### config.mk
export PLATFORM = sky130hd
export DESIGN_NAME = mult_rr_sched
export DESIGN_NICKNAME = d
export VERILOG_FILES = /design/src/rtl/mult_sched_pkg.sv /design/src/rtl/mult4x4_array.sv /design/src/rtl/rr_pick.sv /design/src/rtl/mult_rr_sched.sv
export SDC_FILE = /design/constraint.sdc
export NUM_CORES = 1
export LEC_CHECK = 0
export BUFFER_PORTS_ARGS = -buffer_cell sky130_fd_sc_hd__buf_2
export CAP_MARGIN = 20
export CORE_MARGIN = 1.5
export CORE_UTILIZATION = 32
export CTS_CLUSTER_SIZE = 8
export DETAILED_ROUTE_END_ITERATION = 10
export PLACE_DENSITY = 0.59
export SYNTH_ARGS = -nofsm -noshare
export SYNTH_HDL_FRONTEND = slang
export SYNTH_SLANG_ARGS = --single-unit
export TNS_END_PERCENT = 10
### constraint.sdc
create_clock -name clk -period 7.2 [get_ports clk]
set_input_delay 0.72 -clock clk [delete_from_list [all_inputs] [get_ports clk]]
set_output_delay 0.72 -clock clk [all_outputs]
set_load 0.05 [all_outputs]
### src/rtl/mult_sched_pkg.sv
// Shared types and widths for the round-robin multiplier scheduler.
package mult_sched_pkg;

    localparam int unsigned OPW   = 4;
    localparam int unsigned PRODW = 8;

    typedef enum logic [1:0] {
        IDLE = 2'd0,
        CALC = 2'd1,
        DONE = 2'd2
    } state_e;

endpackage

### src/rtl/mult4x4_array.sv
// Combinational unsigned array multiplier: shifted partial-product rows summed.
module mult4x4_array
    import mult_sched_pkg::*;
(
    input  logic [OPW-1:0]   a,
    input  logic [OPW-1:0]   b,
    output logic [PRODW-1:0] p
);

    always_comb begin
        p = '0;
        for (int i = 0; i < OPW; i++) begin
            p = p + (PRODW'(a & {OPW{b[i]}}) << i);
        end
    end

endmodule

### src/rtl/rr_pick.sv
// Round-robin picker: first asserted request at or after ptr, wrapping to index 0.
module rr_pick #(
    parameter int unsigned NREQ = 4,
    parameter int unsigned IDW  = $clog2(NREQ)
) (
    input  logic [NREQ-1:0] req,
    input  logic [IDW-1:0]  ptr,
    output logic [NREQ-1:0] grant,
    output logic [IDW-1:0]  idx,
    output logic            any
);

    int unsigned     pos;
    logic [IDW-1:0]  pos_idx;

    always_comb begin
        grant   = '0;
        idx     = '0;
        any     = 1'b0;
        pos     = 0;
        pos_idx = '0;
        for (int unsigned k = 0; k < NREQ; k++) begin
            pos     = (32'(ptr) + k) % NREQ;
            pos_idx = IDW'(pos);
            if (!any && req[pos_idx]) begin
                any            = 1'b1;
                grant[pos_idx] = 1'b1;
                idx            = pos_idx;
            end
        end
    end

endmodule

### src/rtl/mult_rr_sched.sv
// Round-robin scheduler sharing one 4x4 multiplier among NREQ requesters.
// Optional feature macro: MULT_ZERO_BYPASS_EN (zero operand skips the compute cycle).
module mult_rr_sched
    import mult_sched_pkg::*;
#(
    parameter int unsigned NREQ = 4,
    parameter int unsigned IDW  = $clog2(NREQ)
) (
    input  logic                clk,
    input  logic                rst_n,
    input  logic [NREQ-1:0]     req_valid,
    input  logic [OPW*NREQ-1:0] req_a,
    input  logic [OPW*NREQ-1:0] req_b,
    output logic [NREQ-1:0]     req_ready,
    output logic                res_valid,
    output logic [PRODW-1:0]    res_data,
    output logic [IDW-1:0]      res_id,
    input  logic                res_ready
);

    localparam logic [1:0] ST_IDLE = IDLE;
    localparam logic [1:0] ST_CALC = CALC;
    localparam logic [1:0] ST_DONE = DONE;

    logic [1:0]       state;
    logic [1:0]       state_nxt;
    logic [NREQ-1:0]  grant;
    logic [IDW-1:0]   win_idx;
    logic             any_req;
    logic [IDW-1:0]   rr_ptr;
    logic [OPW-1:0]   win_a;
    logic [OPW-1:0]   win_b;
    logic [OPW-1:0]   op_a;
    logic [OPW-1:0]   op_b;
    logic [IDW-1:0]   op_id;
    logic [PRODW-1:0] prod;
    logic             hs;
    logic             skip;

    rr_pick #(
        .NREQ (NREQ),
        .IDW  (IDW)
    ) u_pick (
        .req   (req_valid),
        .ptr   (rr_ptr),
        .grant (grant),
        .idx   (win_idx),
        .any   (any_req)
    );

    mult4x4_array u_mult (
        .a (op_a),
        .b (op_b),
        .p (prod)
    );

    // Grant is only offered while idle and out of reset.
    assign req_ready = (rst_n && (state == ST_IDLE)) ? grant : '0;
    assign hs        = rst_n && (state == ST_IDLE) && any_req;

    // Winner operand select: one-hot grant OR-mux.
    always_comb begin
        win_a = '0;
        win_b = '0;
        for (int unsigned i = 0; i < NREQ; i++) begin
            if (grant[i]) begin
                win_a = win_a | req_a[i*OPW +: OPW];
                win_b = win_b | req_b[i*OPW +: OPW];
            end
        end
    end

`ifdef MULT_ZERO_BYPASS_EN
    assign skip = (win_a == '0) || (win_b == '0);
`else
    assign skip = 1'b0;
`endif

    always_ff @(posedge clk) begin
        if (!rst_n) begin
            state <= ST_IDLE;
        end else begin
            state <= state_nxt;
        end
    end

    always_comb begin
        state_nxt = state;
        case (state)
            ST_IDLE: if (hs) state_nxt = skip ? ST_DONE : ST_CALC;
            ST_CALC: state_nxt = ST_DONE;
            ST_DONE: if (res_ready) state_nxt = ST_IDLE;
            default: state_nxt = ST_IDLE;
        endcase
    end

    // Operand capture, pointer advance and result registers.
    always_ff @(posedge clk) begin
        if (!rst_n) begin
            rr_ptr    <= '0;
            op_a      <= '0;
            op_b      <= '0;
            op_id     <= '0;
            res_valid <= 1'b0;
            res_data  <= '0;
            res_id    <= '0;
        end else begin
            res_valid <= (state_nxt == ST_DONE);
            if (hs) begin
                rr_ptr <= (win_idx == IDW'(NREQ - 1)) ? '0 : win_idx + IDW'(1);
                op_id  <= win_idx;
                if (skip) begin
                    res_data <= '0;
                    res_id   <= win_idx;
                end else begin
                    op_a <= win_a;
                    op_b <= win_b;
                end
            end
            if (state == ST_CALC) begin
                res_data <= prod;
                res_id   <= op_id;
            end
        end
    end

endmodule

; ---- Word level (Yosys, flattened, before mapping)
; Index checks and enable logic that the tools add are counted.
[totals]
register_bits = 25
latch_bits = 0
mem_bits_rw = 0
mem_bits_ro = 0
input_bits = 39
output_inout_bits = 15
elab_cells = 94
mem_count = 0
[op_classes]
n_addsub = 7
mul = 0
div_mod_pow = 0
n_lt_le_gt_ge = 8
eq_ne = 4
shift = 0
n_mux = 41
n_bitwise = 13
reduce_logical = 13
[op_table]
columns = operator, n
row1 = $mux 4, 13
row2 = $or 4x4->4, 9
row3 = $and 4x4->4, 4
row4 = $mux 2, 7
row5 = $lt 2x3->1 const B, 4
row6 = $mux 1, 12
row7 = $logic_and 1x1->1, 9
row8 = $add 8x6->8, 1
row9 = $add 8x7->8, 1
row10 = $add 8x8->8, 1
row11 = $bmux 1 s2, 4
row12 = $demux 1 s2, 4
row13 = $ge 2x1->1 const B, 4
row14 = $eq 2x2->1 const B, 3
row15 = $pmux 2 s3, 1
row16 = $add 2x1->2 const B, 2
row17 = $add 2x2->2 const B, 2
row18 = $logic_not 1->1, 3
row19 = $eq 2x1->1 const B, 1
row20 = $logic_not 2->1, 1

; ---- Depth between registers and ports, before layout
[logic_depth]
ltp_word = 19
mapped_depth = 13

; ---- Cells and area by module
; From an unflattened synthesis, not the netlist that was laid out.
[hier_totals]
cells_unflattened = 221
area_unflattened_um2 = 1936.9
[by_module_without_submodules]
columns = module, instances, cells_per_inst, area_each_um2, seq_area_each_um2
row1 = mult_rr_sched, 1, 122, 1096.1, 500.5
row2 = mult4x4_array, 1, 54, 421.7, 0.0
row3 = rr_pick, 1, 45, 419.2, 0.0

; ---- Least setup slack after synthesis
; No wires, ideal clock.
[synth_timing]
kind = register -> output
startpoint = register with a tool-made name
endpoint = output req_ready[0]
arrival_ns = 3.246
required_ns = 6.480
setup_slack_ns = 3.234
path_stages_with_launch = 11
n_path_buf = 3
cell_sequence = dfxtp_1 -> buf_2 -> inv_1 -> ha_1 -> buf_6 -> or3b_1 -> a2111o_1 -> buf_6 -> a31oi_1 -> nor2_1 -> nor2_1
[synth_rtl]
columns = element, line
row1 = to (decl), mult_rr_sched.sv:14  ; output logic [NREQ-1:0] req_ready,

==> run_summary.xml <==
<?xml version="1.0" encoding="UTF-8"?>
<metrics>
  <group name="outcome">
    <metric name="status" unit="">completed</metric>
  </group>
  <group name="power_and_ir_drop">
    <metric name="power.share.sequential" unit="%">24.2</metric>
    <metric name="cell_internal_pwr" unit="mW">0.487</metric>
    <metric name="power_frac_clock" unit="%">8.9</metric>
    <metric name="netSwitchingFraction" unit="%">52.0</metric>
    <metric name="power.switching" unit="mW">0.528</metric>
    <metric name="cellPowerDensity" unit="mW/mm2">365</metric>
    <metric name="ir_drop" unit="mV">0.127</metric>
    <metric name="power.static_leakage" unit="nW">1.19</metric>
    <metric name="share_of_total_power_in_combinational_logic" unit="%">66.9</metric>
  </group>
  <group name="detailed_routing">
    <metric name="route.detailed.wl_per_inst" unit="um">14.4</metric>
    <metric name="wl" unit="mm">6.34</metric>
    <metric name="num_vias" unit="">2354</metric>
    <metric name="drt-vias-per-instance" unit="">5.35</metric>
    <metric name="drt_iter0_drc" unit="">115</metric>
    <metric name="first_pass_iters" unit="">4</metric>
    <metric name="drc" unit="">0</metric>
    <metric name="antenna_left" unit="">0</metric>
  </group>
  <group name="global_route">
    <metric name="total_congestion_overflow" unit="">0</metric>
    <metric name="grt_antenna_before_repair" unit="">0</metric>
    <metric name="grt.total_usage" unit="%">16.0</metric>
    <metric name="vias_in_the_first_global_route" unit="">2328</metric>
    <metric name="grt_first_pass_wirelength" unit="mm">11.0</metric>
    <metric name="grt_max_degree" unit="">34</metric>
  </group>
  <group name="cells_and_area">
    <metric name="area.growth.synth_to_final" unit="%">12.9</metric>
    <metric name="n_antenna_cell" unit="">0</metric>
    <metric name="layoutNonFillerInstCount" unit="">440</metric>
    <metric name="drive_above_1_share" unit="%">20.5</metric>
    <metric name="finish.instance_area" unit="mm2">0.00278</metric>
    <metric name="most-common-layout-cells" unit="">sky130_fd_sc_hd__buf_2, sky130_fd_sc_hd__nand2_1, sky130_fd_sc_hd__dfxtp_1, sky130_fd_sc_hd__inv_1, sky130_fd_sc_hd__ha_1</metric>
    <metric name="design.final.nets" unit="">404</metric>
    <metric name="fillerInstances" unit="">787</metric>
    <metric name="most_common_cell_after_layout_fill_and_taps_aside" unit="">sky130_fd_sc_hd__buf_2</metric>
  </group>
  <group name="clock_tree">
    <metric name="clock_tree.htree_level_count" unit="">1</metric>
    <metric name="resized_cells_post_cts" unit="">0</metric>
    <metric name="cts_hold_buf" unit="">0</metric>
    <metric name="worst_setup_hold_path_clk_slew" unit="ps">100</metric>
    <metric name="clk_root_buffer_cell" unit="">sky130_fd_sc_hd__clkbuf_8</metric>
    <metric name="tritoncts.num_buffers" unit="">3</metric>
    <metric name="cts_max_path_buffers" unit="">2</metric>
    <metric name="insertion_delay" unit="ps">280</metric>
    <metric name="numClockSinks" unit="">25</metric>
    <metric name="cts_tree" unit="">yes</metric>
    <metric name="postCtsSetupBuffers" unit="">0</metric>
  </group>
  <group name="sta">
    <metric name="fmaxAchievable" unit="GHz">0.221</metric>
    <metric name="post-route-min-period" unit="ps">4530</metric>
    <metric name="finalSetupTns" unit="ps">0</metric>
    <metric name="final_report_max_slew_violation_count" unit="">0</metric>
    <metric name="setup_repair_after_global_routing_missed_its_margin" unit="">no</metric>
    <metric name="finalHoldViolations" unit="">0</metric>
    <metric name="period_share" unit="%">62.9</metric>
    <metric name="report.final.setup_viol" unit="">0</metric>
    <metric name="final.setup_skew" unit="ps">4.69</metric>
    <metric name="max-slew-margin-rel" unit="%">49.3</metric>
    <metric name="timing_worst_slew_pin_value" unit="ps">759</metric>
  </group>
  <group name="die">
    <metric name="core_area" unit="mm2">0.00733</metric>
    <metric name="total_die_area" unit="mm2">0.00822</metric>
    <metric name="total_number_of_placement_rows" unit="">31</metric>
    <metric name="io_pins" unit="">54</metric>
    <metric name="die_width" unit="um">90.7</metric>
    <metric name="die-height" unit="um">90.7</metric>
    <metric name="floorplan.initialDensity" unit="%">33.6</metric>
  </group>
  <group name="worst_setup_path">
    <metric name="rrSetupSlack" unit="ps">3440</metric>
    <metric name="cpMaxStageDelayCell" unit="">sky130_fd_sc_hd__dfxtp_1</metric>
    <metric name="critical_path_maximum_fanout" unit="">18</metric>
    <metric name="max_stage_delay" unit="ps">730</metric>
    <metric name="required_time_of_the_critical_path" unit="ps">6480</metric>
    <metric name="reg2regPathDepth" unit="">7</metric>
    <metric name="worst-endpoint-arrival" unit="ps">3810</metric>
    <metric name="timing.critical_path.from_type" unit="">flop</metric>
    <metric name="cell_chain_of_the_critical_path" unit="">inv_1, ha_1, mux4_2, nand3b_1, a21oi_1, nor3_1, nor2_1, buf_2</metric>
    <metric name="critPathCaptureType" unit="">output pin</metric>
    <metric name="worst_r2r_end" unit="">op_a[2]$_SDFFE_PN0P_</metric>
    <metric name="critical_path_destination" unit="">req_ready[3]</metric>
    <metric name="setup.worst_path.class" unit="">reg2out</metric>
  </group>
  <group name="yosys">
    <metric name="ys_ff_latch" unit="">25</metric>
    <metric name="yosys.cell_types.count" unit="">56</metric>
    <metric name="synth.net_count" unit="">369</metric>
    <metric name="mappedNetlistArea" unit="mm2">0.00246</metric>
    <metric name="syn-mean-instance-area" unit="um2">8.01</metric>
    <metric name="syn-instance-count" unit="">307</metric>
    <metric name="synth_seq_area_share" unit="%">20.3</metric>
    <metric name="yosys_warnings" unit="">0</metric>
    <metric name="ys.flop_type" unit="">sky130_fd_sc_hd__dfxtp_1</metric>
    <metric name="proportion_of_register_bits_with_asynchronous_set_or_reset_after_synthesis" unit="%">0</metric>
    <metric name="synth-edff-count" unit="">0</metric>
  </group>
  <group name="placement">
    <metric name="io_buffer_count" unit="">53</metric>
    <metric name="placed_cells" unit="">436</metric>
    <metric name="post_dp_cell_area" unit="mm2">0.00273</metric>
    <metric name="post-dp-hpwl" unit="mm">4.87</metric>
    <metric name="finalWeightedCongestion" unit="">0.799</metric>
  </group>
  <group name="hold_path">
    <metric name="holdCritPathClass" unit="">reg2reg</metric>
  </group>
  <group name="job">
    <metric name="number_of_max_cap_violations" unit="">0</metric>
  </group>
</metrics>
==> logic make-up after synthesis <==
logic type	after synthesis	share of synthesized area, %
xor+xnor	2	0.712
buf+inv	46	8.39
flops	25	20.3
compound gates	96	30.7
fa+ha+maj	23	13.2
mux	9	5.29
simple gates	106	21.3
==> power groups by stage <==
stage / clock network, mW / registers [mW] / logic [mW]
final: 0.0901 / 0.246 / 0.679
after global routing: 0.0949 / 0.256 / 0.763
after CTS: 0.0907 / 0.245 / 0.684
after detailed placement: 0 / 0.249 / 0.680
after global placement: 0 / 0.249 / 0.672
after floorplan: 0 / 0.260 / 0.535
==> worst min path at each step <==
| stage | startpoint | endpoint | slack, ps | cells past startpoint |
|---|---|---|---|---|
| 3_5_place_dp | res_id[0]$_SDFFE_PN0N_ | res_id[0]$_SDFFE_PN0N_ | 460 | 2 |
| 5_1_grt | res_data[3]$_SDFFE_PN0N_ | res_data[3]$_SDFFE_PN0N_ | 500 | 2 |
| 2_1_floorplan | op_id[0]$_SDFFE_PN0P_ | res_id[0]$_SDFFE_PN0N_ | 440 | 2 |
| 4_1_cts | res_id[0]$_SDFFE_PN0N_ | res_id[0]$_SDFFE_PN0N_ | 470 | 2 |
| 3_3_place_gp | res_data[5]$_SDFFE_PN0N_ | res_data[5]$_SDFFE_PN0N_ | 450 | 2 |
| 6_report | res_id[0]$_SDFFE_PN0N_ | res_id[0]$_SDFFE_PN0N_ | 470 | 2 |
==> worst max-delay path, delay by kind of cell (launching register included) <==
kind                     cells  cell delay (ps)
flip-flops                   1              730
buffers and inverters        2              580
AO/OA/AOI/OAI                1              510
multiplexers                 1              670
adder cells (fa/ha/maj)      1              600
AND/OR/NAND/NOR              3              430
==> area by class of cell <==
cell class	instances	area, um2	area share [%]
clock buffers	3	41.3	1.49
flip-flops and latches	25	500	18.0
repair buffers	53	265	9.55
clock inverters	1	7.51	0.270
inverters	23	86.3	3.11
well taps	99	124	4.46
multi-input cells	236	1750	63.1
==> per-layer routing <==
layer | vias up | share of wire [%] | GRT usage [%]
li1 | 1196 | - | -
met1 | 1098 | 49 | 23.3
met2 | 54 | 45 | 24.9
met3 | 6 | 4.7 | 2.02
met4 | 0 | 0.99 | 3.97
met5 | - | 0 | 0
==> Yosys cell counts (5+ instances only) <==
library cell                number  area share, %
sky130_fd_sc_hd__a2111oi_1       7            2.8
sky130_fd_sc_hd__a211oi_1        8            2.4
sky130_fd_sc_hd__a21boi_0        8            2.4
sky130_fd_sc_hd__a21oi_1        15            3.1
sky130_fd_sc_hd__a22oi_1         7            2.1
sky130_fd_sc_hd__a31oi_1        10            2.5
sky130_fd_sc_hd__and2_1         11            2.8
sky130_fd_sc_hd__clkbuf_1       14            2.1
sky130_fd_sc_hd__dfxtp_1        25             20
sky130_fd_sc_hd__fa_1            5            4.1
sky130_fd_sc_hd__ha_1           18            9.2
sky130_fd_sc_hd__inv_1          23            3.5
sky130_fd_sc_hd__nand2_1        50            7.6
sky130_fd_sc_hd__nor2_1         11            1.7
sky130_fd_sc_hd__nor2b_1         7            1.8
sky130_fd_sc_hd__nor3_1          5            1.0
sky130_fd_sc_hd__o21ai_0         7            1.4
sky130_fd_sc_hd__o221ai_1        7            2.5
sky130_fd_sc_hd__o311ai_0        9            3.2
==> state kept, by name, indices dropped and copies added (netlist names), named ones only <==
signal     cells
res_id         2
op_b           4
rr_ptr         1
res_data       8
op_id          2
op_a           4
res_valid      1
state          2
==> through the flow <==
stage | hold slack (ps) | utilization [%] | worst slack, ps | total power [mW]
after floorplan | 441 | - | 3230 | 0.795
after global placement | 449 | 37.2 | 3030 | 0.920
after detailed placement | 458 | 37.2 | 2970 | 0.928
after CTS | 472 | 37.9 | 2650 | 1.02
after global routing | 496 | 37.9 | 2320 | 1.11
final | 468 | 37.9 | 2670 | 1.01
No activity file was read; power rests on OpenSTA's default activity.
